===== config.mk =====
export PLATFORM = sky130hd
export DESIGN_NAME = multiword_adder_seq
export DESIGN_NICKNAME = d
export VERILOG_FILES = /design/src/rtl/multiword_adder_seq.sv
export SDC_FILE = /design/constraint.sdc
export NUM_CORES = 1
export LEC_CHECK = 0
export ABC_AREA = 0
export BUFFER_PORTS_ARGS = -buffer_cell sky130_fd_sc_hd__buf_4
export CAP_MARGIN = 10
export CORE_ASPECT_RATIO = 1.1
export CORE_MARGIN = 2
export CORE_UTILIZATION = 35
export CTS_BUF_LIST = sky130_fd_sc_hd__clkbuf_4
export DETAILED_ROUTE_END_ITERATION = 8
export GPL_TIMING_DRIVEN = 0
export PLACE_DENSITY_LB_ADDON = 0.2
export SLEW_MARGIN = 15
export SYNTH_ARGS = -nofsm -noshare
export SYNTH_HDL_FRONTEND = slang
export SYNTH_SLANG_ARGS = --single-unit

===== constraint.sdc =====
create_clock -name iClk -period 8.2 [get_ports iClk]
set_input_delay 0.82 -clock iClk [delete_from_list [all_inputs] [get_ports iClk]]
set_output_delay 0.82 -clock iClk [all_outputs]
set_load 0.005 [all_outputs]

===== src/rtl/multiword_adder_seq.sv =====
// Wide unsigned adder that time-multiplexes one ADDER_WIDTH-bit ripple-carry adder
// over NUM_WORDS words, LSW first, with valid/ready handshakes on both sides.
module multiword_adder_seq #(
  parameter int ADDER_WIDTH = 16,
  parameter int NUM_WORDS   = 4
) (
  input  logic                             iClk,
  input  logic                             iRst,
  input  logic                             iValid,
  output logic                             oReady,
  input  logic [ADDER_WIDTH*NUM_WORDS-1:0] iA,
  input  logic [ADDER_WIDTH*NUM_WORDS-1:0] iB,
  input  logic                             iCarry,
  output logic                             oValid,
  input  logic                             iReady,
  output logic [ADDER_WIDTH*NUM_WORDS-1:0] oSum,
  output logic                             oCarry
);

  localparam int TOTAL = ADDER_WIDTH * NUM_WORDS;
  localparam int CNT_W = (NUM_WORDS > 1) ? $clog2(NUM_WORDS) : 1;

  typedef enum logic [1:0] {IDLE, RUN, DONE} stateT;

  stateT                  state;
  stateT                  stateNext;
  logic [CNT_W-1:0]       wordIdx;
  logic                   carryReg;
  logic [TOTAL-1:0]       opA;
  logic [TOTAL-1:0]       opB;
  logic [ADDER_WIDTH-1:0] wordA;
  logic [ADDER_WIDTH-1:0] wordB;
  logic [ADDER_WIDTH-1:0] wordSum;
  logic                   wordCarry;
  logic                   lastWord;

  assign wordA    = opA[wordIdx*ADDER_WIDTH +: ADDER_WIDTH];
  assign wordB    = opB[wordIdx*ADDER_WIDTH +: ADDER_WIDTH];
  assign lastWord = (wordIdx == CNT_W'(NUM_WORDS - 1));

  // Shared word adder; carryReg holds iCarry for word 0, then the inter-word carry.
  always_comb begin : rippleAdder
    logic c;
    c       = carryReg;
    wordSum = '0;
    for (int i = 0; i < ADDER_WIDTH; i++) begin
      wordSum[i] = wordA[i] ^ wordB[i] ^ c;
      c          = (wordA[i] & wordB[i]) | (c & (wordA[i] ^ wordB[i]));
    end
    wordCarry = c;
  end

  always_comb begin
    stateNext = state;
    oReady    = 1'b0;
    oValid    = 1'b0;
    case (state)
      IDLE: begin
        oReady = !iRst;
        if (iValid) stateNext = RUN;
      end
      RUN: begin
        if (lastWord) stateNext = DONE;
      end
      DONE: begin
        oValid = 1'b1;
        if (iReady) stateNext = IDLE;
      end
      default: stateNext = IDLE;
    endcase
  end

  always_ff @(posedge iClk or posedge iRst) begin
    if (iRst) begin
      state    <= IDLE;
      wordIdx  <= '0;
      carryReg <= 1'b0;
      opA      <= '0;
      opB      <= '0;
      oSum     <= '0;
      oCarry   <= 1'b0;
    end else begin
      state <= stateNext;
      case (state)
        IDLE: begin
          if (iValid) begin
            opA      <= iA;
            opB      <= iB;
            carryReg <= iCarry;
            wordIdx  <= '0;
          end
        end
        RUN: begin
          oSum[wordIdx*ADDER_WIDTH +: ADDER_WIDTH] <= wordSum;
          carryReg <= wordCarry;
          // Counter wraps to 0 on the last word so it never exceeds NUM_WORDS-1.
          if (lastWord) begin
            oCarry  <= wordCarry;
            wordIdx <= '0;
          end else begin
            wordIdx <= wordIdx + CNT_W'(1);
          end
        end
        default: ;
      endcase
    end
  end

endmodule

==> results of run 1 <==
==> worst max-delay path by stage <==
stage,cells after the start,from,end,slack [ns]
3_5_place_dp,23,wordIdx[1],oSum[31],-0.36
5_1_grt,23,wordIdx[0],oSum[31],0.04
6_report,23,wordIdx[0],oSum[31],0.33
4_1_cts,23,wordIdx[0],oSum[31],0.06
2_1_floorplan,23,wordIdx[1],oSum[31],0.77
3_3_place_gp,2,iRst,opB[21],-0.57
==> cells in the mapped netlist, types with 2 or more instances <==
master,count
buf_12,11
buf_2,11
buf_4,4
buf_6,4
dfrtp_1,198
fa_1,16
ha_1,6
inv_1,37
mux2_1,15
mux2_2,14
mux2_4,100
mux4_2,32
nand2_1,39
nand3_1,2
nor2_1,3
nor3b_4,2
o21ai_0,15
o21ai_1,3
o2bb2ai_1,33
o31ai_1,16
==> state kept, by name, summed over array words and instances (netlist names) <==
signal,flops
carryReg,1
wordIdx,2
opB,64
oSum,64
oCarry,1
opA,64
state,2
==> power groups by stage <==
stage	Sequential, mW	Combinational [mW]	Clock [mW]
after floorplan	1.62	1.92	0
after global placement	1.70	2.81	0
after detailed placement	1.70	2.84	0
after CTS	1.68	2.85	0.533
after global routing	1.73	3.09	0.573
final	1.68	2.80	0.506
==> cells in the final DEF, fill, tap and decap left out, types with 3 or more instances in the layout <==
cell / instances
o2bb2ai_1: 33
buf_12: 11
inv_1: 36
clkinvlp_4: 4
buf_4: 203
o21ai_1: 3
nand2_1: 39
mux4_2: 32
inv_8: 5
dfrtp_1: 198
o21ai_0: 15
nor2_1: 3
fa_1: 14
mux2_1: 15
o31ai_1: 16
buf_2: 10
ha_1: 6
buf_6: 4
buf_8: 3
inv_6: 4
mux2_4: 100
clkbuf_4: 18
mux2_2: 14
==> logic make-up (layout without fill, tap and decap cells) <==
kind of cell | Yosys count | in the layout | share of synthesized area
mux | 162 | 162 | 0.2762
fa+ha+maj | 22 | 22 | 0.04268
buf+inv | 71 | 304 | 0.05578
other cells | 0 | 2 | 0
simple gates | 56 | 56 | 0.03525
compound gates | 69 | 69 | 0.05524
flops | 198 | 198 | 0.5348
==> critical path: stages (launching register included) <==
cell and delay (ns):
dfrtp_1 0.44, buf_4 0.21, buf_8 0.18, mux4_2 0.38, inv_1 0.07, fa_1 0.39
fa_1 0.42, fa_1 0.40, fa_1 0.39, fa_1 0.39, fa_1 0.40, fa_1 0.39
fa_1 0.40, fa_1 0.41, fa_1 0.40, fa_1 0.39, fa_2 0.37, fa_1 0.39
fa_1 0.39, inv_1 0.09, fa_1 0.20, fa_2 0.48, inv_1 0.12, o31ai_1 0.08
==> what timing repair did <==
| item | in CTS | in global routing |
|---|---|---|
| gates resized for setup | 0 | 7 |
| cloned | 0 | 0 |
| hold buffers | 0 | 0 |
| setup endpoints to repair | 10 | 4 |
| setup buffers | 0 | 2 |
==> routing by layer <==
layer  wire length [µm]  vias up  share of wire  global-route usage
li1                   -     2519              -                   -
met1              10580     2804           0.45              0.2347
met2              11450      133           0.49              0.2868
met3               1126       15          0.048             0.03822
met4                312        0          0.013             0.04621
met5                  0        -              0                   0
==> cell type report <==
| cell class | instances | area [µm²] |
|---|---|---|
| Inverter | 37 | 146.4 |
| Fill cell | 2447 | 14530 |
| Tap cell | 352 | 440.4 |
| Antenna cell | 2 | 5.005 |
| Buffer | 33 | 391.6 |
| Multi-Input combinational cell | 309 | 3797 |
| Sequential cell | 198 | 4955 |
| Clock inverter | 15 | 138.9 |
| Clock buffer | 17 | 127.6 |
| Timing Repair Buffer | 202 | 1536 |
==> summary.txt, run 1 <==
Timing
  • Hold slack: 0.3129 ns
  • Final Hold Viols: 0
  • Min Clock Period, post-route: 7.874 ns
  • Final slew viol count: 0
  • Setup ws final: 0.3256 ns
  • Setup TNS: 0 ns
  • Post-route clock skew: 0.02481 ns
  • RSZ-0062 raised after global routing: false
  • Slew Limit Headroom: 0.3005
  • Final Cycle Share: 0.9603
  • Worst Max-Slew Pin Slew: 1.049 ns
  • Fmax: 127.0 MHz
  • # setup viols final: 0

Placement
  • Routability cong.: 0.7376
  • Placed cell count: 1130
  • HPWL after DPL: 17340 µm
  • Pre-CTS setup slack: -0.3637 ns
  • Cell area after placement: 11230 µm²
  • Port Buffer Count: 199

Global routing
  • Remaining global-route overflow: 0
  • Initial antenna violation count: 2
  • Largest net degree at the start of global routing: 102
  • Gr usage total: 0.1741
  • First-pass GRT wire length: 36250 µm
  • Vias in the first global route: 5966

Critical path
  • Reg2reg path depth: 23
  • Reg-to-reg endpoint: oSum[31]
  • Crit-path max FO: 10
  • CP endpoint kind: flop
  • R2r startpoint: wordIdx[0]
  • Worst Path Required: 8.66 ns
  • WS Path Type: reg -> reg
  • Startpoint Class: flop
  • Worst Path Arrival: 8.34 ns
  • Reg2Reg Setup Slack: 0.33 ns

Floorplanning
  • Io pins: 200
  • Initial Utilization: 0.3554
  • DIE HEIGHT: 174.6 µm
  • Die area: 27790 µm²
  • Number of core rows: 62
  • Die span in x: 159.1 µm
  • Core area: 26070 µm²

Route
  • Drt drc: 0
  • DRT Wirelength: 23470 µm
  • Post-route ant nets: 0
  • Detailed Route Iter0 Violations: 226
  • Routed len/inst: 20.15 µm
  • Vias/cell: 4.696
  • Routed vias: 5471
  • DRT Pass-1 Iters: 4

Clock network
  • Clock tree buffer depth: 2
  • Cts bufs inserted: 17
  • CTS tree: yes
  • Clock sinks: 198
  • CTS H-tree depth: 4
  • Clk Latency, worst-skew pair: 0.57 ns
  • Clk root buf: clkbuf_4
  • Worst-path clk slew: 0.18 ns

Synth
  • Ranking of synthesized cells by area: dfrtp_1 53%, mux2_4 16%, mux4_2 7.8%, fa_1 3.5%, o2bb2ai_1 3.1%
  • Synth cell types: 37
  • Async set-or-reset flop fraction in the synthesized netlist: 1.000
  • Post-Synthesis Cells: 578
  • Yosys reg bits: 198
  • Post-synth EDFFs: 0
  • Synth Flop Type: dfrtp_1
  • Warnings from Yosys: 0
  • Sequential area share after synthesis: 0.5348
  • Synthesized area per cell: 16.03 µm²
  • Net Count, Synth: 733
  • Yosys top cell area share: 0.5348
  • Synthesized cell area: 9264 µm²
  • Yosys top cell by area: dfrtp_1

Pwr
  • Int Power: 3.020 mW
  • Combinational power share: 0.561
  • Clock power frac: 0.102
  • NetSw: 1.963 mW
  • Power Density: 431.9 nW/µm²
  • Flop pwr share: 0.337
  • Design Power: 4.984 mW
  • P_leak: 5.422 nW
  • Worst VDD drop: 0.0001821 V
  • Switching part of the total power: 0.3940

Job
  • Maxcap violations: 0

Worst hold path
  • Hold Path Class: in -> async

Cells and area
  • Area Overhead vs Synth: 24.55%
  • Fin util: 0.4427
  • NumNets Final: 953
  • Final non-filler cell area: 11540 µm²
  • Non-filler cells, final: 1165
  • Fraction of layout cells with a size suffix above 1: 0.5203

Outcome
  • Status: complete, no violations
(Power assumes the default switching activity.)
==> inputs of run 2 (changes only) <==
Settings changed: CORE_ASPECT_RATIO 1.1 to 0.75.
==> summary.txt, run 2 (synthesis gave the netlist of run 1 again) <==
Outcome
  • Status: complete, no violations (unchanged)

Timing
  • Final Cycle Share: 0.9692 (was 0.9603)
  • Final Hold Viols: 0 (unchanged)
  • Setup TNS: 0 ns (unchanged)
  • Post-route clock skew: 0.02429 ns (was 0.02481 ns)
  • RSZ-0062 raised after global routing: false (unchanged)
  • Worst Max-Slew Pin Slew: 1.049 ns (about the same)
  • Fmax: 125.8 MHz (was 127.0 MHz)
  • Min Clock Period, post-route: 7.947 ns (was 7.874 ns)
  • Final slew viol count: 0 (unchanged)
  • # setup viols final: 0 (unchanged)
  • Slew Limit Headroom: 0.3010 (was 0.3005)

Global routing
  • Global-route met2 utilization: 0.2474 (was 0.2868)
  • Largest net degree at the start of global routing: 103 (was 102)
  • Initial antenna violation count: 1 (was 2)
  • GR Layer Usage met1: 0.2687 (was 0.2347)
  • Top Usage Layer GRT: met1 (was met2)
  • First-pass GRT wire length: 35540 µm (was 36250 µm)
  • Vias in the first global route: 5620 (was 5966)
  • M3 GR Usage: 0.05594 (was 0.03822)
  • Gr usage total: 0.1776 (was 0.1741)
  • Remaining global-route overflow: 0 (unchanged)

Route
  • Vias/cell: 4.691 (was 4.696)
  • DRT Pass-1 Iters: 4 (unchanged)
  • Detailed Route Iter0 Violations: 209 (was 226)
  • Routed len/inst: 20.41 µm (was 20.15 µm)
  • Drt drc: 0 (unchanged)
  • DRT Wirelength: 23530 µm (was 23470 µm)
  • Routed vias: 5409 (was 5471)
  • Post-route ant nets: 0 (unchanged)

Critical path
  • WP buf/inv: 5 (unchanged)
  • Most used cell, CP: fa_1 (unchanged)
  • Worst Path Required: 8.67 ns (was 8.66 ns)
  • Crit path cell chain: buf_4 -> buf_8 -> mux4_2 -> inv_1 -> fa_1 -> fa_1 -> fa_1 -> fa_1 -> fa_1 -> fa_1 -> fa_1 -> fa_1 -> fa_1 -> fa_1 -> fa_1 -> fa_1 -> fa_1 -> fa_1 -> inv_1 -> fa_1 -> fa_1 -> inv_1 -> o31ai_1 (was buf_4 -> buf_8 -> mux4_2 -> inv_1 -> fa_1 -> fa_1 -> fa_1 -> fa_1 -> fa_1 -> fa_1 -> fa_1 -> fa_1 -> fa_1 -> fa_1 -> fa_1 -> fa_2 -> fa_1 -> fa_1 -> inv_1 -> fa_1 -> fa_2 -> inv_1 -> o31ai_1)
  • Largest stage delay, worst path: 0.49 ns (was 0.48 ns)
  • Max stage delay cell, worst path: fa_1 (was fa_2)
  • Worst Path Arrival: 8.41 ns (was 8.34 ns)
  • WS Path Type: reg -> reg (unchanged)
  • Reg2Reg Setup Slack: 0.25 ns (was 0.33 ns)
  • Top cell family by delay on the critical path: adder cells (unchanged)
  • Worst Setup EP: oSum[31] (unchanged)
  • Reg-to-reg endpoint: oSum[31] (unchanged)
  • Startpoint Class: flop (unchanged)
  • CP Depth: 23 (unchanged)
  • Crit-path max FO: 10 (unchanged)
  • Crit path launch: wordIdx[0] (unchanged)
  • R2r startpoint: wordIdx[0] (unchanged)
  • CP endpoint kind: flop (unchanged)
  • Reg2reg path depth: 23 (unchanged)

Placement
  • Port Buffer Count: 199 (unchanged)
  • Routability cong.: 0.7380 (was 0.7376)
  • HPWL after DPL: 17570 µm (was 17340 µm)
  • Cell area after placement: 11220 µm² (was 11230 µm²)
  • Placed cell count: 1122 (was 1130)

Clock network
  • Postcts setup bufs: 0 (unchanged)
  • Worst-path clk slew: 0.17 ns (was 0.18 ns)
  • CTS H-tree depth: 4 (unchanged)
  • Clk Latency, worst-skew pair: 0.58 ns (was 0.57 ns)
  • Cts bufs inserted: 17 (unchanged)
  • Clock tree buffer depth: 2 (unchanged)
  • Clock sinks: 198 (unchanged)
  • Clk root buf: clkbuf_4 (unchanged)
  • CTS tree: yes (unchanged)

Cells and area
  • Area Overhead vs Synth: 24.23% (was 24.55%)
  • Fin util: 0.4431 (was 0.4427)
  • Non-filler cells, final: 1153 (was 1165)
  • Top Registers: oSum (64), opA (64), opB (64) (unchanged)
  • Most frequent cells in the layout: 201 x buf_4, 198 x dfrtp_1, 100 x mux2_4, 39 x nand2_1, 36 x inv_1 (was 203 x buf_4, 198 x dfrtp_1, 100 x mux2_4, 39 x nand2_1, 36 x inv_1)
  • Final non-filler cell area: 11510 µm² (was 11540 µm²)
  • NumNets Final: 951 (was 953)
  • Fraction of layout cells with a size suffix above 1: 0.5149 (was 0.5203)
  • Commonest non-fill, non-tap cell in the layout: buf_4 (unchanged)

Floorplanning
  • Number of core rows: 51 (was 62)
  • Io pins: 200 (unchanged)
  • Initial Utilization: 0.3567 (was 0.3554)
  • DIE HEIGHT: 144.9 µm (was 174.6 µm)
  • Die area: 27800 µm² (was 27790 µm²)
  • Die span in x: 191.9 µm (was 159.1 µm)
  • Core area: 25970 µm² (was 26070 µm²)

Pwr
  • Power Density: 442.4 nW/µm² (was 431.9 nW/µm²)
  • Worst VDD drop: 0.0001484 V (was 0.0001821 V)
  • Design Power: 5.091 mW (was 4.984 mW)
  • P_leak: 5.415 nW (was 5.422 nW)

Worst hold path
  • Hold Path Class: in -> async (unchanged)

Job
  • Maxcap violations: 0 (unchanged)
## run 2: changes by cell type in the layout (fill, tap and decap cells not counted), sizes merged
cell | previous run | this run
bufinv | 0 | 2
inv | 45 | 38
clkinv | 3 | 6
buf | 233 | 231
clkbuf | 19 | 20
diode | 2 | 1
## run 2: cell type report
type,count,area [µm²]
tap,344,430.4
fill,2374,14460
antenna,1,2.502
multi-input combinational,309,3792
inverter,37,146.4
timing repair buffer,200,1521
clock buffer,18,135.1
sequential,198,4955
buffer,33,391.6
clock inverter,13,133.9
## run 2: power breakdown
group	switching (mW)	leakage [nW]	internal, mW
sequential	0.265	2.46	1.42
combinational	1.42	2.82	1.47
clock	0.333	0.135	0.181
total	2.02	5.42	3.07
## run 2: metrics by stage
step / hold WS [ns] / setup WS, ns
3_5_place_dp: 0.4692 / -0.3227
4_1_cts: 0.3181 / 0.08946
3_3_place_gp: 0.4620 / -0.7054
5_1_grt: 0.3357 / 0.001316
6_report: 0.3328 / 0.2527
2_1_floorplan: 0.4524 / 0.7663
## run 2: worst min-delay path by stage
stage             from        to
2_1_floorplan  opA[30]   opA[30]
3_3_place_gp   opA[30]   opA[30]
3_5_place_dp   opA[40]   opA[40]
4_1_cts         iReady  state[1]
5_1_grt           iRst   opA[51]
6_report          iRst  oSum[15]
## run 2: what timing repair did
action | CTS | global route
endpoints found under the setup margin | 8 | 4
pin swaps | 0 | 0
hold buffers | 0 | 0
hold endpoints to repair | 0 | 0
gates resized for setup | 0 | 5
## run 2: layer usage
metal | share of wire | vias up | routed length, µm
li1 | - | 2523 | -
met1 | 0.50 | 2732 | 11760
met2 | 0.42 | 149 | 9977
met3 | 0.072 | 5 | 1706
met4 | 0.0040 | 0 | 94
met5 | 0 | - | 0
